File: config.mk
export PLATFORM = sky130hd
export DESIGN_NAME = selftest_sequencer
export DESIGN_NICKNAME = d
export VERILOG_FILES = /design/src/rtl/selftest_sequencer.sv
export SDC_FILE = /design/constraint.sdc
export NUM_CORES = 1
export LEC_CHECK = 0
export CORE_MARGIN = 5
export CORE_UTILIZATION = 45
export CTS_BUF_LIST = sky130_fd_sc_hd__clkbuf_8
export DETAILED_ROUTE_END_ITERATION = 7
export GPL_TIMING_DRIVEN = 0
export PLACE_DENSITY = 0.7
export SETUP_SLACK_MARGIN = 0.05
export SYNTH_ARGS = -nofsm -noshare
export SYNTH_HDL_FRONTEND = slang
export SYNTH_SLANG_ARGS = --single-unit
File: constraint.sdc
create_clock -name wb_clk_i -period 4.95 [get_ports wb_clk_i]
set_clock_uncertainty 0.2 [all_clocks]
set_input_delay 0.99 -clock wb_clk_i [delete_from_list [all_inputs] [get_ports wb_clk_i]]
set_output_delay 0.99 -clock wb_clk_i [all_outputs]
set_load 0.03 [all_outputs]
File: src/rtl/selftest_sequencer.sv
// LFSR-driven self-test sequencer: streams patterns to a DUT, compacts the responses
// into a MISR and reports the run status as a 5-bit pad code.
module selftest_sequencer #(
  parameter int           W       = 16,
  parameter logic [W-1:0] TAPS    = 16'hB400,
  parameter logic [W-1:0] SEED    = 16'h0001,
  parameter int           NUM_VEC = 256,
  parameter logic [W-1:0] EXP_SIG = 16'h0000,
  parameter int           TIMEOUT = 1024
) (
  input  logic         wb_clk_i,
  input  logic         wb_rst_i,
  input  logic         i_enable,
  input  logic         i_test,
  output logic [W-1:0] o_stim,
  output logic         o_stim_valid,
  input  logic         i_stim_ready,
  input  logic [W-1:0] i_resp,
  input  logic         i_resp_valid,
  output logic [4:0]   o_result
);

  localparam int CW = $clog2(NUM_VEC + 1);
  localparam int TW = $clog2(TIMEOUT + 1);

  typedef enum logic [2:0] {
    S_IDLE, S_SEED, S_RUN, S_DRAIN, S_CMP, S_PASS, S_FAIL_SIG, S_FAIL_TO
  } state_t;

  state_t         state;
  logic           en_s1, en_s, en_prev, test_s1, test_s;
  logic [1:0]     settle;
  logic           armed;
  logic           mode;
  logic           stim_valid;
  logic [W-1:0]   lfsr, misr;
  logic [CW-1:0]  stim_cnt, resp_cnt, resp_cnt_nx;
  logic [TW-1:0]  to_cnt;
  logic           rise, fall, xfer, accept, progress, timeout_hit, active;

  function automatic logic [W-1:0] galois(input logic [W-1:0] v);
    return {v[W-2:0], 1'b0} ^ (v[W-1] ? TAPS : '0);
  endfunction

  // Starts are only honoured once the synchronized enable has been seen low after
  // reset, so an enable still high across a reset cannot restart a run.
  assign rise        = en_s & ~en_prev & armed;
  assign fall        = ~en_s & en_prev;
  assign active      = (state == S_RUN) || (state == S_DRAIN);
  assign xfer        = stim_valid & i_stim_ready;
  assign accept      = i_resp_valid & active & (resp_cnt < CW'(NUM_VEC));
  assign progress    = xfer | accept;
  assign resp_cnt_nx = resp_cnt + CW'(accept);
  assign timeout_hit = !progress && (to_cnt == TW'(TIMEOUT - 1));

  assign o_stim       = lfsr;
  assign o_stim_valid = stim_valid;

  always_ff @(posedge wb_clk_i) begin
    if (wb_rst_i) begin
      state      <= S_IDLE;
      en_s1      <= 1'b0;
      en_s       <= 1'b0;
      en_prev    <= 1'b0;
      test_s1    <= 1'b0;
      test_s     <= 1'b0;
      settle     <= 2'b00;
      armed      <= 1'b0;
      mode       <= 1'b0;
      stim_valid <= 1'b0;
      lfsr       <= SEED;
      misr       <= '0;
      stim_cnt   <= '0;
      resp_cnt   <= '0;
      to_cnt     <= '0;
    end else begin
      en_s1   <= i_enable;
      en_s    <= en_s1;
      en_prev <= en_s;
      test_s1 <= i_test;
      test_s  <= test_s1;
      settle  <= {settle[0], 1'b1};
      if (settle[1] && !en_s) armed <= 1'b1;

      case (state)
        S_IDLE: if (rise) state <= S_SEED;
        S_SEED: begin
          if (fall) begin
            state <= S_IDLE;
          end else begin
            lfsr       <= SEED;
            misr       <= '0;
            stim_cnt   <= '0;
            resp_cnt   <= '0;
            to_cnt     <= '0;
            mode       <= test_s;
            stim_valid <= 1'b1;
            state      <= S_RUN;
          end
        end
        S_RUN, S_DRAIN: begin
          if (fall) begin
            state      <= S_IDLE;
            stim_valid <= 1'b0;
          end else begin
            if (xfer) begin
              lfsr     <= galois(lfsr);
              stim_cnt <= stim_cnt + CW'(1);
            end
            if (accept) begin
              misr     <= galois(misr) ^ i_resp;
              resp_cnt <= resp_cnt_nx;
            end
            to_cnt <= progress ? '0 : to_cnt + TW'(1);
            if (timeout_hit) begin
              state      <= S_FAIL_TO;
              stim_valid <= 1'b0;
            end else if (state == S_RUN && xfer && stim_cnt == CW'(NUM_VEC - 1)) begin
              stim_valid <= 1'b0;
              state      <= (resp_cnt_nx == CW'(NUM_VEC)) ? S_CMP : S_DRAIN;
            end else if (state == S_DRAIN && resp_cnt == CW'(NUM_VEC)) begin
              state <= S_CMP;
            end
          end
        end
        S_CMP: begin
          if (fall)                          state <= S_IDLE;
          else if (!mode || misr == EXP_SIG) state <= S_PASS;
          else                               state <= S_FAIL_SIG;
        end
        S_PASS, S_FAIL_SIG, S_FAIL_TO: if (fall) state <= S_IDLE;
        default: state <= S_IDLE;
      endcase
    end
  end

  always_comb begin
    o_result = 5'b00000;
    case (state)
      S_IDLE:     o_result = 5'b00000;
      S_SEED:     o_result = 5'b00001;
      S_RUN:      o_result = 5'b00010;
      S_DRAIN:    o_result = 5'b00100;
      S_CMP:      o_result = 5'b01000;
      S_PASS:     o_result = 5'b11111;
      S_FAIL_SIG: o_result = 5'b11110;
      S_FAIL_TO:  o_result = 5'b11100;
      default:    o_result = 5'b00000;
    endcase
  end

endmodule

# Yosys cells after proc, flatten, opt, wreduce, memory -nomap -nowiden
# Memory sizes are Yosys's and may differ from the RTL's. A register that Yosys moved wholly into a read port is not among the register bits.
# Cells that the tools add are included.
# word_totals
memories	1
out_inout_bits	22
rom_bits	40
wordCells	114
in_bits	22
reg_bits	74
# op_classes
eq_ne	19
order_cmp	1
muxes	40
n_addsub	3
bitwise	13
n_reduce_logical	21
# mem_list
memory	words	width	read_ports	rd_clocked_by_memory_dff	wr	line	text
(no name shown)	8	5	1	1	0	139	case (state)
# op_table
cell	n
$mux W16	8
$pmux W16 S2	2
$xor A16 B16 Y16	3
$mux W9	5
$pmux W9 S2	2
$mux W11	3
$mux W3	10
$pmux W11 S2	1
$eq A9 B9 Y1 const B	2
$logic_not A16 Y1	1
$pmux W3 S5	1
$eq A3 B3 Y1 const B	4
$ne A2 B2 Y1 const B	6
$add A11 B1 Y11 const B	1
$eq A11 B10 Y1 const B	1
$add A9 B1 Y9	1
$add A9 B1 Y9 const B	1
$eq A9 B8 Y1 const B	1
$lt A9 B9 Y1 const B	1
$reduce_and A3 Y1	3
$reduce_and A4 Y1	2
$and A1 B1 Y1	6
$eq A3 B2 Y1 const B	2
$logic_and A1 B1 Y1	5
other kinds (15)	25

# Longest topological paths before layout
# depth
depth_word	13
depth_mapped	13

# Worst setup path before layout
# OpenSTA, ideal clock, no wires.
# synth_timing
kind	input to register
from	input port i_resp_valid
to	register, netlist name o_result[1]
path_stages	11
setup_time_ns	0.121
t_arrival_ns	3.546
required_time_ns	4.629
slack_ns	1.083
path_cell_list	nor4bb_1 > ha_1 > clkbuf_1 > nand3_1 > or2_2 > a22o_1 > nand3_1 > nand3_1 > a311o_1 > ha_1 > mux2_4
# synth_between
elab_chain_cells	11
elab_cells_between_ends	16
# synth_rtl
element	line	text
start: declaration	19	input logic i_resp_valid,
$and A1 B1 Y1 (*) (2 in a row)	51	assign accept = i_resp_valid & active & (resp_cnt < CW'(NUM_VEC));
$add A9 B1 Y9	53	assign resp_cnt_nx = resp_cnt + CW'(accept);
$eq A9 B9 Y1	120	state <= (resp_cnt_nx == CW'(NUM_VEC)) ? S_CMP : S_DRAIN;
$mux W3	120	
$mux W3	118	end else if (state == S_RUN && xfer && stim_cnt == CW'(NUM_VEC - 1)) begin
$mux W3	115	if (timeout_hit) begin
$mux W3	102	if (fall) begin
$pmux W3 S5	85	case (state)
$mux W3 (no source line) (*) (2 in a row)	n/a	
# Mark *: on every way between the ends. The rest lies on a longest branch, timed or not.
# A chain may end at the register's enable or synchronous reset.

# Worst setup path after layout
# layout_timing
from	input port i_resp_valid
to	register, netlist name o_result[1]
# layout_between
elab_chain_cells	11
elab_cells_between_ends	16
# layout_rtl
element	line
$and A1 B1 Y1 (*) (2 in a row)	51
$add A9 B1 Y9	53
$eq A9 B9 Y1	120
$mux W3	120
$mux W3	118
$mux W3	115
$mux W3	102
$pmux W3 S5	85
$mux W3 (no source line) (*) (2 in a row)	n/a
# Marks and branches as above.

==> impl_metrics.ini <==
[setup_path]
required_ps = 4990
endpoint_kind = flop
crit_type = input port to flop
worstPathMaxFanout = 7
arrival_ps = 4510
start_kind = input port

[sta]
tns_ps = 0
tightest_slew_ps = 997
rsz0062_at_grt = no
slew_headroom = 0.330
setup_violations = 0
fmax_mhz = 224
slew_violations = 0
min_period_over_period = 0.903
finalCriticalPeriod_ps = 4470
finalHoldViolations = 0

[grt]
grtUsageTotal = 0.183
grt_pass1_vias = 3196
antenna_found_initial = 0
grt_pass1_wl_mm = 15.0
grt_overflow_total = 0
grt_max_degree = 14

[synth]
avgSynthCellArea_um2 = 8.19
synth_edf_count = 0
syn_area_um2 = 3730
syn_nets = 487
synth_cells = 455
synth.largest_area_cell = dfxtp_1
ys_types = 47
ys.flop_type = dfxtp_1
ys_warn_count = 0
ys_seq_area_frac = 0.424
ys_ff_latch = 79
synthArstFlopShare = 0
synth_top_cells_by_area = dfxtp_1, a21oi_1, nand3_1
yosysTopAreaCellShare = 0.424

[floorplanning]
row_count = 33
die_area_um2 = 10200
initial_core_util = 0.458
pin_count = 44
coreArea_um2 = 8130
die_w_um = 101
die_height_um = 101

[routing]
drc = 0
vias = 3337
avgRoutedWirePerCell_um = 14.1
drt.antenna.violating_nets = 0
first_pass_iters = 5
vias_per_cell = 5.40
totalWireLength_mm = 8.69
drt-initial-drc-count = 190

[clocking]
clkSlewWorstSetupHoldPaths_ps = 70
clk_latency_ps = 350
cts_buffer_depth = 2
h-tree-depth = 3
cts_tree = built
ctsResizeCount = 0
hold_buffers = 0
clock-sinks = 79
clock_tree.root_cell = clkbuf_8
cts-buffers-inserted = 9
cts_setup_buffers = 0

[placement]
hpwl_mm = 6.39
dpl_cell_area_um2 = 4280
io_buffer_count = 42
gp_congestion = 0.892
place_inst = 602

[cells_and_area]
layout-drive-gt1-share = 0.0487
final_cell_area_um2 = 4470
finish.utilization = 0.549
antenna_cells = 0
stdcell_count = 618
area_delta_synth_final_pct = 19.9
nets = 540

[pwr]
p_per_area_nw_per_um2 = 266
ir_drop_v = 0.000123
power_mw = 1.19
power.leakage_nw = 1.63

[flow_run]
maxCapViolCount = 0

[min_path]
hp-class = flop to flop

[outcome]
status = complete, no violations
-- worst max-delay path: stages --
cell and delay [ps]:
clkdlybuf4s50_1 500, nor4bb_1 590, ha_1 250, clkbuf_1 290, nand3_1 140, or2_2 310
a22o_1 260, nand3_1 80, nand3_1 190, a311o_1 360, ha_1 280, mux2_4 260
-- placed cells by master (no fill, tap or decap), types with 3 or more instances in the layout --
| master | n |
|---|---|
| nor4b_1 | 3 |
| clkbuf_1 | 23 |
| and4_1 | 3 |
| a31oi_1 | 7 |
| and3_1 | 5 |
| nand2_1 | 56 |
| xor2_1 | 26 |
| nand4b_1 | 4 |
| buf_2 | 3 |
| clkbuf_8 | 9 |
| a21oi_1 | 48 |
| nand4_1 | 5 |
| inv_1 | 13 |
| dfxtp_1 | 79 |
| nand2b_1 | 5 |
| o21ai_0 | 10 |
| nand3_1 | 47 |
| a311oi_1 | 5 |
| clkinv_2 | 3 |
| ha_1 | 10 |
| nor3_1 | 12 |
| nor2_1 | 41 |
| xnor2_1 | 11 |
| clkdlybuf4s50_1 | 42 |
| nor2b_1 | 8 |
-- path summary, 6_finish.rpt --
| kind | from | slack (ps) | cells after the start | end |
|---|---|---|---|---|
| worst max register to register | state[1] | 950 | 12 | o_result[1] |
| worst max-delay path | i_resp_valid | 480 | 12 | o_result[1] |
| worst min-delay path | test_s1 | 240 | 1 | test_s |
| worst min register to register | test_s1 | 240 | 1 | test_s |
-- sequential cells by signal (all words and copies together), names as in the netlist, 2 cells and up --
name / flops
state: 3
settle: 2
o_result: 5
to_cnt: 11
o_stim: 16
resp_cnt: 9
stim_cnt: 9
misr: 16
-- synth_stat cells, types with 10 or more instances --
| library cell | n |
|---|---|
| nand3_1 | 47 |
| o21ai_0 | 10 |
| clkbuf_1 | 23 |
| nand2_1 | 56 |
| dfxtp_1 | 79 |
| nor2_1 | 41 |
| inv_1 | 12 |
| nor3_1 | 12 |
| xnor2_1 | 11 |
| a21oi_1 | 48 |
| ha_1 | 10 |
| xor2_1 | 26 |
-- metrics by stage --
step / worst slack [ps] / hold WS (ps)
after global routing: 220 / 263
after CTS: 483 / 247
final: 481 / 241
after detailed placement: 116 / 229
after floorplan: 1080 / 214
after global placement: 156 / 221
-- logic make-up (layout without fill, tap and decap cells) --
kind of cell               after synthesis  count (layout)  share of synthesized area
and+or+nand+nor                        204             204                      0.273
muxes                                    3               3                    0.00940
buffers and inverters                   39              97                     0.0423
xor gates and xnor gates                37              37                     0.0869
adders and majority gates               10              10                     0.0336
AOI/OAI and AO/OA                       83              83                      0.131
DFF                                     79              79                      0.424
-- area by class of cell --
type                       instances  area [µm²]
inverter                          12        45.0
clock inverter                     7        65.1
tap                              105         131
multi-input combinational        337        1990
clock buffer                       9         124
buffer                            27         113
timing repair buffer              42         420
sequential                        79        1580
fill                             762        3670
-- where the power goes --
part	internal [mW]	switching (mW)	total, mW
registers	0.640	0.00345	0.644
logic	0.0325	0.0485	0.0810
clock network	0.229	0.236	0.465
-- metal layers --
layer,wire length [µm],vias up,global-route usage
met4,200,0,0.0777
li1,-,1687,-
met5,0,-,0
met3,307,16,0.0339
met1,4100,1571,0.237
met2,4080,63,0.298
Power figures use the tool's default switching activity.
